[config.mk]
export PLATFORM = sky130hd
export DESIGN_NAME = clk_en_divider_bank
export DESIGN_NICKNAME = d
export VERILOG_FILES = /design/src/rtl/clk_pkg.sv /design/src/rtl/clk_en_chan.sv /design/src/rtl/clk_en_divider_bank.sv
export SDC_FILE = /design/constraint.sdc
export NUM_CORES = 1
export LEC_CHECK = 0
export BUFFER_PORTS_ARGS = -buffer_cell sky130_fd_sc_hd__buf_2
export CAP_MARGIN = 20
export CORE_ASPECT_RATIO = 1.25
export CORE_MARGIN = 1.5
export CORE_UTILIZATION = 55
export DETAILED_ROUTE_END_ITERATION = 6
export PLACE_DENSITY = 0.78
export SETUP_SLACK_MARGIN = 0.5
export SKIP_CTS_REPAIR_TIMING = 1
export SYNTH_ARGS = -nofsm -noshare
export SYNTH_HDL_FRONTEND = slang
export SYNTH_HIERARCHICAL = 1
export SYNTH_SLANG_ARGS = --single-unit
[constraint.sdc]
create_clock -name clk_96M -period 3.1 [get_ports clk_96M]
set_clock_uncertainty 0.05 [all_clocks]
set_input_delay 0 -clock clk_96M [delete_from_list [all_inputs] [get_ports clk_96M]]
set_output_delay 0 -clock clk_96M [all_outputs]
set_load 0.1 [all_outputs]
[src/rtl/clk_pkg.sv]
// Shared types, defaults and helpers for the clock-enable divider bank.
package clk_pkg;

    localparam int unsigned NCH_DEF   = 4;
    localparam int unsigned DIV_W_DEF = 16;

    // Lock-aware reset sequencer states.
    typedef enum logic [1:0] {
        StHold,
        StStretch,
        StRun
    } seq_state_t;

    // Channel-index width, never narrower than one bit.
    function automatic int unsigned ch_width(input int unsigned n);
        return (n > 1) ? $clog2(n) : 1;
    endfunction

endpackage

[src/rtl/clk_en_chan.sv]
// One divider channel: up-counter with active/shadow divisor, registered
// clock-enable pulse and square-wave output.
module clk_en_chan import clk_pkg::*; #(
    parameter int unsigned      DIV_W   = DIV_W_DEF,
    parameter logic [DIV_W-1:0] DEF_DIV = DIV_W'(96)
) (
    input  logic             clk_96M,
    input  logic             n_reset,
    input  logic             run,
    input  logic             sync,
    input  logic             wr,
    input  logic [DIV_W-1:0] wr_div,
    output logic             ce,
    output logic             sq
);

    logic [DIV_W-1:0] cnt_q, cnt_d;
    logic [DIV_W-1:0] active_q, active_d;
    logic [DIV_W-1:0] shadow_q, shadow_d;
    logic             ce_q, ce_d;
    logic             sq_q, sq_d;
    logic [DIV_W-1:0] shadow_eff;
    logic             wrap;

    // Next-state: sync beats hold, hold beats disable, disable beats counting.
    always_comb begin
        // A write in the same cycle as a load is written through.
        shadow_eff = wr ? wr_div : shadow_q;
        wrap       = run && (active_q != '0) && (cnt_q == active_q - DIV_W'(1));
        shadow_d   = shadow_eff;
        active_d   = active_q;
        cnt_d      = cnt_q;
        ce_d       = 1'b0;
        sq_d       = sq_q;
        if (sync) begin
            cnt_d    = '0;
            sq_d     = 1'b0;
            active_d = shadow_eff;
        end else if (!run) begin
            cnt_d = '0;
            sq_d  = 1'b0;
            if (active_q == '0) begin
                active_d = shadow_eff;
            end
        end else if (active_q == '0) begin
            // Disabled: counter parked, sq frozen, new divisor taken at once.
            cnt_d    = '0;
            active_d = shadow_eff;
        end else if (wrap) begin
            cnt_d    = '0;
            ce_d     = 1'b1;
            sq_d     = ~sq_q;
            active_d = shadow_eff;
        end else begin
            cnt_d = cnt_q + DIV_W'(1);
        end
    end

    // Channel state registers with synchronous active-low reset.
    always_ff @(posedge clk_96M) begin
        if (!n_reset) begin
            cnt_q    <= '0;
            active_q <= DEF_DIV;
            shadow_q <= DEF_DIV;
            ce_q     <= 1'b0;
            sq_q     <= 1'b0;
        end else begin
            cnt_q    <= cnt_d;
            active_q <= active_d;
            shadow_q <= shadow_d;
            ce_q     <= ce_d;
            sq_q     <= sq_d;
        end
    end

    assign ce = ce_q;
    assign sq = sq_q;

endmodule

[src/rtl/clk_en_divider_bank.sv]
// Bank of NCH programmable clock-enable dividers on clk_96M, gated by a
// lock-aware reset sequencer that also drives the downstream system reset.
module clk_en_divider_bank import clk_pkg::*; #(
    parameter int unsigned NCH         = NCH_DEF,
    parameter int unsigned DIV_W       = DIV_W_DEF,
    parameter int unsigned DEF_DIV     = 96,
    parameter int unsigned RST_STRETCH = 255,
    localparam int unsigned CH_W       = ch_width(NCH)
) (
    input  logic             clk_96M,
    input  logic             n_reset,
    input  logic             pll_lock,
    input  logic             cfg_we,
    input  logic [CH_W-1:0]  cfg_ch,
    input  logic [DIV_W-1:0] cfg_div,
    input  logic             cfg_sync,
    output logic [NCH-1:0]   ce,
    output logic [NCH-1:0]   sq,
    output logic             rst_out_n,
    output logic             lock_lost
);

    localparam int unsigned ScntW = $clog2(RST_STRETCH + 1);

    logic             lock_meta_q;
    logic             lock_s_q;
    seq_state_t       state_q, state_d;
    logic [ScntW-1:0] scnt_q, scnt_d;
    logic             rst_out_n_q, rst_out_n_d;
    logic             lock_lost_q, lock_lost_d;
    logic [NCH-1:0]   wr;

    // Sequencer next-state: lock must stay high for the full stretch.
    always_comb begin
        state_d     = state_q;
        scnt_d      = scnt_q;
        lock_lost_d = lock_lost_q;
        unique case (state_q)
            StHold: begin
                if (lock_s_q) begin
                    state_d = StStretch;
                    scnt_d  = ScntW'(RST_STRETCH);
                end
            end
            StStretch: begin
                if (!lock_s_q) begin
                    state_d = StHold;
                end else if (scnt_q == '0) begin
                    state_d = StRun;
                end else begin
                    scnt_d = scnt_q - ScntW'(1);
                end
            end
            StRun: begin
                if (!lock_s_q) begin
                    state_d     = StHold;
                    lock_lost_d = 1'b1;
                end
            end
            default: state_d = StHold;
        endcase
        rst_out_n_d = (state_d == StRun);
    end

    // Lock synchroniser and sequencer registers.
    always_ff @(posedge clk_96M) begin
        if (!n_reset) begin
            lock_meta_q <= 1'b0;
            lock_s_q    <= 1'b0;
            state_q     <= StHold;
            scnt_q      <= '0;
            rst_out_n_q <= 1'b0;
            lock_lost_q <= 1'b0;
        end else begin
            lock_meta_q <= pll_lock;
            lock_s_q    <= lock_meta_q;
            state_q     <= state_d;
            scnt_q      <= scnt_d;
            rst_out_n_q <= rst_out_n_d;
            lock_lost_q <= lock_lost_d;
        end
    end

    for (genvar i = 0; i < NCH; i++) begin : g_chan
        // Out-of-range channel indices match no channel and are dropped.
        assign wr[i] = cfg_we && (cfg_ch == CH_W'(i));

        clk_en_chan #(
            .DIV_W   (DIV_W),
            .DEF_DIV (DIV_W'(DEF_DIV))
        ) u_chan (
            .clk_96M (clk_96M),
            .n_reset (n_reset),
            .run     (rst_out_n_q),
            .sync    (cfg_sync),
            .wr      (wr[i]),
            .wr_div  (cfg_div),
            .ce      (ce[i]),
            .sq      (sq[i])
        );
    end

    assign rst_out_n = rst_out_n_q;
    assign lock_lost = lock_lost_q;

endmodule

==> qor.txt <==
final non-filler cell total - 1463
Fmax achieved - 0.382 GHz
final setup fails - 0
Hold Slack - 0.0814 ns
endpoint class of the critical path - register
Final nets - 1248
Critical Path Source - g_chan[0].u_chan/active_q[12]
Startpoint Class - register
clock share of power - 42.7%
post-synth cell types - 56
largest net degree at the start of global routing - 69
average size of a mapped cell - 9.46 µm²
ANT nets after route - 0
maximum VDD drop - 0.456 mV
clock sinks - 214
Starting Density - 56.5%
Synth Instances - 1125
Leak Pwr - 4.80 nW
RR Startpoint - g_chan[0].u_chan/active_q[12]
sequential power share - 48.3%
Post-synth ARST share - 0%
IO buf count - 32
worst endpoint data arrival time - 3.01 ns
Worst-path clk slew - 0.06 ns
dpl ws - 0.238 ns
met1 Usage GRT - 29.2%
fillers - 1439
vias in the first global route - 7719
Worst Hold Path Cells - 3
final WL - 24.7 mm
met3 GRT Util - 2.82%
Slowest cell on crit path - or4_4
fin crit period - 2.62 ns
DRC - 0
Required @ worst endpoint - 3.49 ns
CP peak stage delay - 0.55 ns
die area - 20200 µm²
# diodes - 0
met2 usage - 39.9%
Slew @ Worst Pin - 0.993 ns
R2R depth - 7
post-route cell area - 12700 µm²
Util after Layout - 67.3%
1st-iter DRT viols - 577
Root Buffer - clkbuf_16
Ys Warns - 6
Final Worst Setup Slack - 0.480 ns
H-Tree Depth - 1
CTS tree - built
first-pass GRT wire length - 37.7 mm
CP Class - register to register
DRT Pass-1 Iters - 5
Area growth syn-to-layout - 19.1%
syn_nets - 1157
Comb power frac - 9.0%
P per Cell Area - 469 nW/µm²
Detail Placement HPWL - 15.9 mm
Worst-Skew Late Latency - 0.51 ns
Setup TNS Final - 0 ns
area of the mapped netlist - 10600 µm²
internal power - 4.55 mW
number of hold violations in the final report - 0
WL per Instance - 16.9 µm
status - finished clean
sw frac - 23.4%
Tot Pwr - 5.95 mW
crit path max fanout - 8
Max-Slew Margin vs Limit - 33.8%
share of cells above drive strength 1 - 23.8%
I/O pin count - 33
post-synthesis sequential area ratio - 40.2%
Core ar. - 18800 µm²
Primary FF master, synth - dfxtp_1
die width - 127 µm
crit-path cells - or4_4 > or4b_4 > a21oi_2 > nor2_1 > and4b_2 > or3_4 > nor2_2
Placed Instance Area - 11100 µm²
final worst-path cycle share - 84.5%
Row Count - 56
GRT overflow - 0
buffer depth of the longest clock path - 3
RSZ-0062 raised after global routing - yes
Hold Crit Class - input port to register
NetSw - 1.39 mW
Final Max Slew Viols - 0
HP Start - cfg_sync
DR vias - 8413
number of synthesized flops with an enable pin - 0
Vias/cell - 5.75
GRT busiest layer - met2
synthesized flop and latch total - 214
initial antenna violation count - 0
Max-Cap Viols - 0
GRT Overall Usage - 22.7%
TritonCTS Buffers - 21
Routability Congestion - 0.886
Vert. Die Dim - 159 µm
dpl cells - 1375
[registers in the layout, summed over array words and instances, names as in the netlist]
signal                  count
lock_s_q                    1
g_chan.u_chan/sq            4
scnt_q                      8
state_q                     2
g_chan.u_chan/cnt_q        64
lock_meta_q                 1
g_chan.u_chan/ce            4
g_chan.u_chan/active_q     64
lock_lost                   1
rst_out_n                   1
g_chan.u_chan/shadow_q     64
[cell usage after synthesis, types with 19 or more instances]
library cell	number	area share [%]
a21oi_1	23	1.1
dfxtp_1	214	40
nand3_1	40	1.9
clkbuf_1	29	1.0
nor2_1	122	4.3
inv_1	26	0.92
and3_1	19	1.1
xor2_1	76	6.3
xnor2_1	68	5.6
mux2_2	56	5.9
and2_1	58	3.4
nor2b_1	59	3.5
nand2_1	43	1.5
mux2i_1	64	6.0
[worst max-delay path, delay by kind of cell (launching register included)]
kind,cells,cell delay [ns]
and+or+nand+nor,6,2.00
AOI/OAI and AO/OA,1,0.15
DFF,1,0.35
[routing by layer]
layer / part of all wire [%] / up-vias / wire length (µm)
met5: 0 / - / 0
met4: 2.3 / 0 / 563
met3: 4.2 / 42 / 1050
met2: 49 / 185 / 12200
met1: 44 / 4030 / 10900
li1: - / 4156 / -
[worst paths after layout]
path / endpoint / slack (ns)
setup / recovery: g_chan[0].u_chan/cnt_q[8] / 0.48
hold / removal: g_chan[3].u_chan/sq / 0.08
setup reg to reg: g_chan[0].u_chan/cnt_q[8] / 0.48
hold reg to reg: lock_s_q / 0.39
[area by class of cell]
class | instances | area (µm²) | area share, %
Tap cell | 232 | 290 | 2.29
Inverter | 26 | 100 | 0.789
Clock inverter | 9 | 82.6 | 0.651
Multi-Input combinational cell | 847 | 6440 | 50.8
Sequential cell | 214 | 4320 | 34.1
Timing Repair Buffer | 106 | 831 | 6.55
Clock buffer | 29 | 616 | 4.85
[cells in the final DEF (no fill, tap or decap), types with 9 or more instances in the layout]
cell type	instances
dfxtp_1	197
mux2_2	56
dlygate4sd3_1	19
buf_2	31
o21ai_0	13
nand4_1	18
buf_4	49
nand2_1	39
xnor2_1	68
nand3_1	40
and3_1	19
inv_1	23
nor2_2	19
xor2_1	76
a21oi_1	19
nor2_1	99
and2_1	58
nor2b_1	59
a31oi_1	9
nor3_1	9
clkbuf_16	23
or3_4	10
and4_1	12
nor4_1	11
mux2i_1	64
dfxtp_2	11
[cells by family after synthesis]
group / count (synthesis) / share of synthesized area [%]
simple gates: 473 / 25.3
mux: 120 / 11.9
compound gates: 97 / 6.35
fa+ha+maj: 9 / 1.06
buf+inv: 68 / 3.31
flops: 214 / 40.2
xor+xnor: 144 / 11.8
[power groups by stage]
stage / Combinational [mW] / Clock (mW) / Sequential, mW
6_report: 0.535 / 2.54 / 2.87
5_1_grt: 0.579 / 2.71 / 2.87
4_1_cts: 0.454 / 2.59 / 2.87
3_5_place_dp: 0.449 / 0 / 2.93
3_3_place_gp: 0.442 / 0 / 2.92
2_1_floorplan: 0.336 / 0 / 2.91
Power figures use the tool's default switching activity.
